==> config.mk <==
export PLATFORM = sky130hd
export DESIGN_NAME = fwd_hazard_unit
export DESIGN_NICKNAME = d
export VERILOG_FILES = /design/src/rtl/fwd_pkg.sv /design/src/rtl/fwd_src_match.sv /design/src/rtl/fwd_hazard_unit.sv
export SDC_FILE = /design/constraint.sdc
export NUM_CORES = 1
export LEC_CHECK = 0
export BUFFER_PORTS_ARGS = -buffer_cell sky130_fd_sc_hd__buf_4
export CAP_MARGIN = 0
export CORE_ASPECT_RATIO = 1.25
export CORE_UTILIZATION = 62
export CTS_BUF_LIST = sky130_fd_sc_hd__clkbuf_4 sky130_fd_sc_hd__clkbuf_8
export DETAILED_ROUTE_END_ITERATION = 8
export PLACE_DENSITY = 0.88
export SLEW_MARGIN = 20
export SYNTH_ARGS = -nofsm -noshare
export SYNTH_HDL_FRONTEND = slang
export SYNTH_HIERARCHICAL = 1
export SYNTH_SLANG_ARGS = --single-unit
export TNS_END_PERCENT = 5
==> constraint.sdc <==
create_clock -name Clock -period 7.7 [get_ports Clock]
set_input_delay 1.155 -clock Clock [delete_from_list [all_inputs] [get_ports Clock]]
set_output_delay 1.155 -clock Clock [all_outputs]
set_load 0.05 [all_outputs]
==> src/rtl/fwd_pkg.sv <==
// Shared types and helpers for the forwarding/hazard unit: tracker entry
// layout and the forward-select width function.
package fwd_pkg;
  localparam int FWD_NONE  = 0;
  localparam int DEST_MAXW = 16;

  // dest is stored zero-extended, so one entry type serves any REG_AW <= DEST_MAXW
  typedef struct packed {
    logic                 valid;
    logic                 wren;
    logic                 is_load;
    logic [DEST_MAXW-1:0] dest;
  } trk_entry_t;

  function automatic int sel_w(input int depth);
    return $clog2(depth + 1);
  endfunction
endpackage

==> src/rtl/fwd_src_match.sv <==
// One source operand: youngest-first match against the tracker plus the
// load-use hazard flag for that match.
module fwd_src_match
  import fwd_pkg::*;
#(
  parameter int FWD_DEPTH = 2,
  parameter int LOAD_LAT  = 1,
  parameter int SELW      = 2
) (
  input  trk_entry_t [FWD_DEPTH-1:0] trk_i,
  input  logic [DEST_MAXW-1:0]       src_i,
  input  logic                       used_i,
  output logic [SELW-1:0]            sel_o,
  output logic                       hazard_o
);
  logic found;

  // Index 0 is stage 1 (MEM); the first hit is the youngest producer.
  always_comb begin
    sel_o    = '0;
    hazard_o = 1'b0;
    found    = 1'b0;
    for (int k = 0; k < FWD_DEPTH; k++) begin
      if (!found && used_i && trk_i[k].valid && trk_i[k].wren &&
          trk_i[k].dest == src_i && trk_i[k].dest != '0) begin
        found    = 1'b1;
        sel_o    = SELW'(k + 1);
        hazard_o = trk_i[k].is_load && ((k + 1) <= LOAD_LAT);
      end
    end
  end
endmodule

==> src/rtl/fwd_hazard_unit.sv <==
// Operand forwarding and load-use stall unit: tracks in-flight writers past EX
// and picks a forward source per operand.
module fwd_hazard_unit
  import fwd_pkg::*;
#(
  parameter int  NUM_SRC   = 2,
  parameter int  FWD_DEPTH = 2,
  parameter int  LOAD_LAT  = 1,
  parameter int  REG_AW    = 5,
  localparam int SELW      = sel_w(FWD_DEPTH)
) (
  input  logic                      Clock,
  input  logic                      Reset,
  input  logic                      IssueValid,
  input  logic                      IssueWrEn,
  input  logic                      IssueIsLoad,
  input  logic [REG_AW-1:0]         IssueDest,
  input  logic [NUM_SRC*REG_AW-1:0] SrcReg,
  input  logic [NUM_SRC-1:0]        SrcUsed,
  input  logic                      Flush,
  output logic [NUM_SRC*SELW-1:0]   FwdSel,
  output logic                      Stall,
  output logic [15:0]               StallCount
);
  trk_entry_t [FWD_DEPTH-1:0]     trk_q, trk_d;
  logic [15:0]                    stall_cnt_q, stall_cnt_d;
  logic [NUM_SRC-1:0][SELW-1:0]   sel;
  logic [NUM_SRC-1:0]             haz;

  for (genvar g = 0; g < NUM_SRC; g++) begin : g_src
    fwd_src_match #(
      .FWD_DEPTH (FWD_DEPTH),
      .LOAD_LAT  (LOAD_LAT),
      .SELW      (SELW)
    ) u_match (
      .trk_i    (trk_q),
      .src_i    (DEST_MAXW'(SrcReg[g*REG_AW +: REG_AW])),
      .used_i   (SrcUsed[g] & IssueValid),
      .sel_o    (sel[g]),
      .hazard_o (haz[g])
    );
    assign FwdSel[g*SELW +: SELW] = Stall ? SELW'(FWD_NONE) : sel[g];
  end

  assign Stall      = IssueValid & (|haz);
  assign StallCount = stall_cnt_q;

  // A stalled EX instruction is held upstream, so it enters the tracker as a bubble.
  always_comb begin
    trk_d    = '0;
    trk_d[0] = '0;
    if (IssueValid && !Stall) begin
      trk_d[0].valid   = 1'b1;
      trk_d[0].wren    = IssueWrEn;
      trk_d[0].is_load = IssueIsLoad;
      trk_d[0].dest    = DEST_MAXW'(IssueDest);
    end
    for (int k = 1; k < FWD_DEPTH; k++) trk_d[k] = trk_q[k-1];
    if (Flush) begin
      for (int k = 0; k < FWD_DEPTH; k++) trk_d[k].valid = 1'b0;
    end
    stall_cnt_d = (Stall && stall_cnt_q != 16'hFFFF) ? stall_cnt_q + 16'd1 : stall_cnt_q;
  end

  always_ff @(posedge Clock) begin
    if (Reset) begin
      trk_q       <= '0;
      stall_cnt_q <= '0;
    end else begin
      trk_q       <= trk_d;
      stall_cnt_q <= stall_cnt_d;
    end
  end
endmodule

# Yosys cells after proc, flatten, opt, wreduce, memory -nomap -nowiden
# Cells that the tools add are included.
# Widths: inputs -> output; s select.
# word_totals
register_bits,53
input_bits,23
# classes
add_sub_neg,1
eq_ne,5
muxes,13
n_bitwise,4
reduce_logical,28
# op_table
cell,n
$eq 16x5->1,4
$reduce_bool 16->1,2
$logic_and 1x1->1,20
$mux 19,1
$add 16x1->16 const B,1
$ne 16x16->1 const B,1
$mux 1,8
$mux 2,4
$reduce_or 2->1,3
$and 1x1->1,3
$logic_not 1->1,3
$not 1->1,1

# Longest topological paths before layout
# depth
word_depth,19
mapped_depth,10

# Hierarchy
# Netlist, hierarchy kept.
# modules_own_cells
mod,n_inst,cells_per_inst,area_each_um2
fwd_hazard_unit,1,140,1305.0
fwd_src_match,2,58,447.9

# Worst setup path before layout
# OpenSTA, ideal clock, no wires.
# synth_timing
path_kind,input port to output port
start,input SrcReg[9]
end,output Stall
t_arrival_ns,2.811
slack_ns,3.734
stages,6
n_path_buf,0
cell_sequence,xnor2_1 -> nand4_1 -> or4_4 -> nor3_1 -> o21ai_0 -> inv_1
# synth_between
elab_chain_len,13
elab_cells_between_ends,15
# synth_rtl
item,line,text
"start, declared",fwd_hazard_unit.sv:18,"input logic [NUM_SRC*REG_AW-1:0] SrcReg,"
$eq 16x5->1,fwd_src_match.sv:25,trk_i[k].dest == src_i && trk_i[k].dest != '0) begin
$logic_and 1x1->1,fwd_src_match.sv:24,if (!found && used_i && trk_i[k].valid && trk_i[k].wren &&
$logic_and 1x1->1,fwd_src_match.sv:25,
$mux 1,fwd_src_match.sv:24,
$logic_not 1->1,fwd_src_match.sv:24,
$logic_and 1x1->1 (4 in a row),fwd_src_match.sv:24,
$logic_and 1x1->1,fwd_src_match.sv:25,
$mux 1 (*),fwd_src_match.sv:24,
named net haz[1],fwd_hazard_unit.sv:28,logic [NUM_SRC-1:0] haz;
$reduce_or 2->1 (*),fwd_hazard_unit.sv:45,assign Stall = IssueValid & (|haz);
$and 1x1->1 (*),fwd_hazard_unit.sv:45,
"end, declared",fwd_hazard_unit.sv:22,"output logic Stall,"
# Mark *: on every way through the listed nets, which the timed path passes. The rest lies on a longest branch.

# Worst setup path in the final report
# layout_timing
start,input SrcReg[8]
end,output Stall
# The elaborated chain is that of the path after synthesis.

==> impl_metrics.xml <==
<?xml version="1.0" encoding="UTF-8"?>
<metrics>
  <group name="detailed_routing">
    <metric name="dr_total_vias" unit="">2919</metric>
    <metric name="vias_per_cell" unit="">6.24</metric>
    <metric name="detailedRoute.firstPassIterationCount" unit="">9</metric>
    <metric name="drt_drc_violations_left" unit="">140</metric>
    <metric name="violation_count_after_the_first_detailed_routing_iteration" unit="">593</metric>
    <metric name="drt_wl_total" unit="mm">9.96</metric>
    <metric name="routedWlPerCell" unit="microns">21.3</metric>
    <metric name="antenna_violating_nets_post_route" unit="">0</metric>
  </group>
  <group name="sta">
    <metric name="max_freq" unit="MHz">203</metric>
    <metric name="worst-slew-pin-transition" unit="ns">1.01</metric>
    <metric name="worst_clock_skew" unit="ns">0.0108</metric>
    <metric name="setup_repair_after_global_routing_missed_its_margin" unit="">no</metric>
    <metric name="post-route-period-util" unit="%">64.0</metric>
    <metric name="setup_violations" unit="">0</metric>
    <metric name="layout_min_cycle_time" unit="ns">4.93</metric>
    <metric name="slew-limit-headroom" unit="%">31.9</metric>
    <metric name="accumulated_negative_setup_slack" unit="ns">0</metric>
    <metric name="whs" unit="ns">0.532</metric>
    <metric name="maxSlewViolCount" unit="">0</metric>
    <metric name="finalHoldViolCount" unit="">0</metric>
  </group>
  <group name="grt">
    <metric name="grt_start_max_net_pins" unit="">28</metric>
    <metric name="via_count_of_the_first_global_routing_pass" unit="">2680</metric>
    <metric name="gr-usage-met2" unit="%">78.0</metric>
    <metric name="grt_antenna_before_repair" unit="">1</metric>
    <metric name="grt_pass1_wl" unit="mm">12.6</metric>
    <metric name="grt_overflow" unit="">0</metric>
    <metric name="globalRouteMet1Util" unit="%">46.7</metric>
    <metric name="grt.total_usage" unit="%">48.4</metric>
    <metric name="gr-usage-met3" unit="%">20.9</metric>
    <metric name="global_route.peak_usage_layer" unit="">met2</metric>
  </group>
  <group name="pwr">
    <metric name="power_density" unit="nW/um^2">122</metric>
    <metric name="worst_ir_drop_vdd" unit="mV">0.147</metric>
    <metric name="leakage_power_of_the_design" unit="uW">0.00130</metric>
  </group>
  <group name="critical_path">
    <metric name="worstPathCellList" unit="">buf_4 &gt; xnor2_1 &gt; nand4_1 &gt; or4_4 &gt; nor3_1 &gt; o21ai_0 &gt; inv_1 &gt; buf_4</metric>
    <metric name="setup.worst_path.start_class" unit="">input pin</metric>
    <metric name="crit_path_largest_cell_delay" unit="ns">0.54</metric>
    <metric name="worst_path_most_repeated_cell" unit="">buf_4</metric>
    <metric name="maximum_fanout_encountered_on_the_critical_timing_path" unit="">8</metric>
    <metric name="crit_required" unit="ns">6.55</metric>
    <metric name="timing.critical_path.buf_inv" unit="">3</metric>
    <metric name="critical_path_capture_point_type" unit="">output port</metric>
    <metric name="cp_top_family" unit="">simple AND/OR/NAND/NOR gates</metric>
    <metric name="worst-endpoint-arrival" unit="ns">3.78</metric>
    <metric name="library_cell_contributing_the_largest_single_delay_on_the_critical_path" unit="">or4_4</metric>
    <metric name="critPathKind" unit="">in -&gt; out</metric>
  </group>
  <group name="floorplan">
    <metric name="core.rowCount" unit="">23</metric>
    <metric name="fp.dieArea" unit="sq um">3750</metric>
    <metric name="start_util" unit="%">66.3</metric>
    <metric name="num_io_pins" unit="">44</metric>
    <metric name="floorplan_die_width" unit="microns">55.0</metric>
    <metric name="chipHeight" unit="microns">68.2</metric>
    <metric name="core_area" unit="sq um">3280</metric>
  </group>
  <group name="layout">
    <metric name="fin_nets" unit="">454</metric>
    <metric name="syn_to_final_growth" unit="%">43.5</metric>
    <metric name="post_layout_nonfiller_instances" unit="">468</metric>
    <metric name="drive_gt1_share" unit="%">13.9</metric>
    <metric name="final_cell_mix" unit="">132 x conb_1, 58 x xnor2_1, 43 x buf_4, 31 x dfxtp_1, 25 x nor4_1</metric>
    <metric name="final_common_cell" unit="">conb_1</metric>
    <metric name="antenna_cells_inserted" unit="">0</metric>
  </group>
  <group name="synth">
    <metric name="syn_avg_cell_area" unit="sq um">8.56</metric>
    <metric name="postSynthCellCount" unit="">254</metric>
    <metric name="synth_area" unit="sq um">2170</metric>
    <metric name="yosys_warnings" unit="">6</metric>
  </group>
  <group name="cts">
    <metric name="clock_sink_count" unit="">31</metric>
    <metric name="clock_tree.buffer_depth" unit="">2</metric>
    <metric name="clkSlewWorstSetupHoldPaths" unit="ns">0.07</metric>
    <metric name="clock_latency" unit="ns">0.30</metric>
    <metric name="clock_tree_from_tritoncts" unit="">yes</metric>
    <metric name="ctsHoldBuffers" unit="">0</metric>
    <metric name="cts_made_buffers" unit="">5</metric>
    <metric name="cts-resized-gates" unit="">0</metric>
    <metric name="post-cts-setup-buffer-count" unit="">0</metric>
    <metric name="root_buffer" unit="">clkbuf_8</metric>
    <metric name="cts_max_level" unit="">2</metric>
  </group>
  <group name="run_status">
    <metric name="run_status" unit="">complete, but fails checks</metric>
    <metric name="violations" unit="">design-rule violations</metric>
  </group>
  <group name="placed_design">
    <metric name="post-dp-hpwl" unit="mm">5.02</metric>
    <metric name="place.gp.congestion" unit="">0.893</metric>
    <metric name="placed_cells_incl_taps" unit="">460</metric>
    <metric name="numPortBuffers" unit="">43</metric>
  </group>
  <group name="worst_hold_path">
    <metric name="hold_path_class" unit="">reg -&gt; reg</metric>
  </group>
  <group name="flow_run">
    <metric name="drv.max_cap_violation_count" unit="">0</metric>
  </group>
</metrics>
per-stage QoR:
| stage | setup WS [ns] | util [%] | power [uW] | area [sq um] |
|---|---|---|---|---|
| 4_1_cts | 3.15 | 94.7 | 363 | 3110 |
| 6_report | 2.77 | 95.1 | 381 | 3120 |
| 5_1_grt | 2.49 | 95.1 | 394 | 3120 |
| 3_3_place_gp | 3.48 | 92.0 | 231 | 3020 |
| 3_5_place_dp | 3.38 | 92.0 | 233 | 3020 |
| 2_1_floorplan | 3.73 | - | 217 | 2670 |
final timing paths:
kind / start / endpoint / slack [ns] / cells after the start
worst max-delay path: SrcReg[8] / Stall / 2.77 / 8
worst min-delay path: trk_q[18]$_SDFF_PP0_ / trk_q[37]$_SDFF_PP0_ / 0.53 / 1
worst max register to register: trk_d[23]$_SDFF_PP0_ / StallCount[15]$_SDFFE_PP0P_ / 3.66 / 9
worst min register to register: trk_q[18]$_SDFF_PP0_ / trk_q[37]$_SDFF_PP0_ / 0.53 / 1
final cells by class:
type                       count  area, sq um
tap                           37         46.3
clock buffer                   7         83.8
sequential                    31          621
clock inverter                 1         5.00
fill                          92          160
inverter                       5         18.8
multi-input combinational    344         2020
timing repair buffer          43          323
registers in the layout (all words and copies together), names as in the netlist:
name / cells
trk_d: 7
StallCount: 16
trk_q: 8
report_power, final:
part	switching (uW)	internal, uW	leakage (uW)
clock network	65.1	70.4	0.0000491
logic	44.9	33.2	0.00100
registers	4.38	163	0.000251
layer usage:
metal	up-vias	wire length [microns]
li1	1165	-
met1	1257	3270
met2	345	4330
met3	152	1320
met4	0	1040
met5	-	0
No activity file was read; power rests on OpenSTA's default activity.
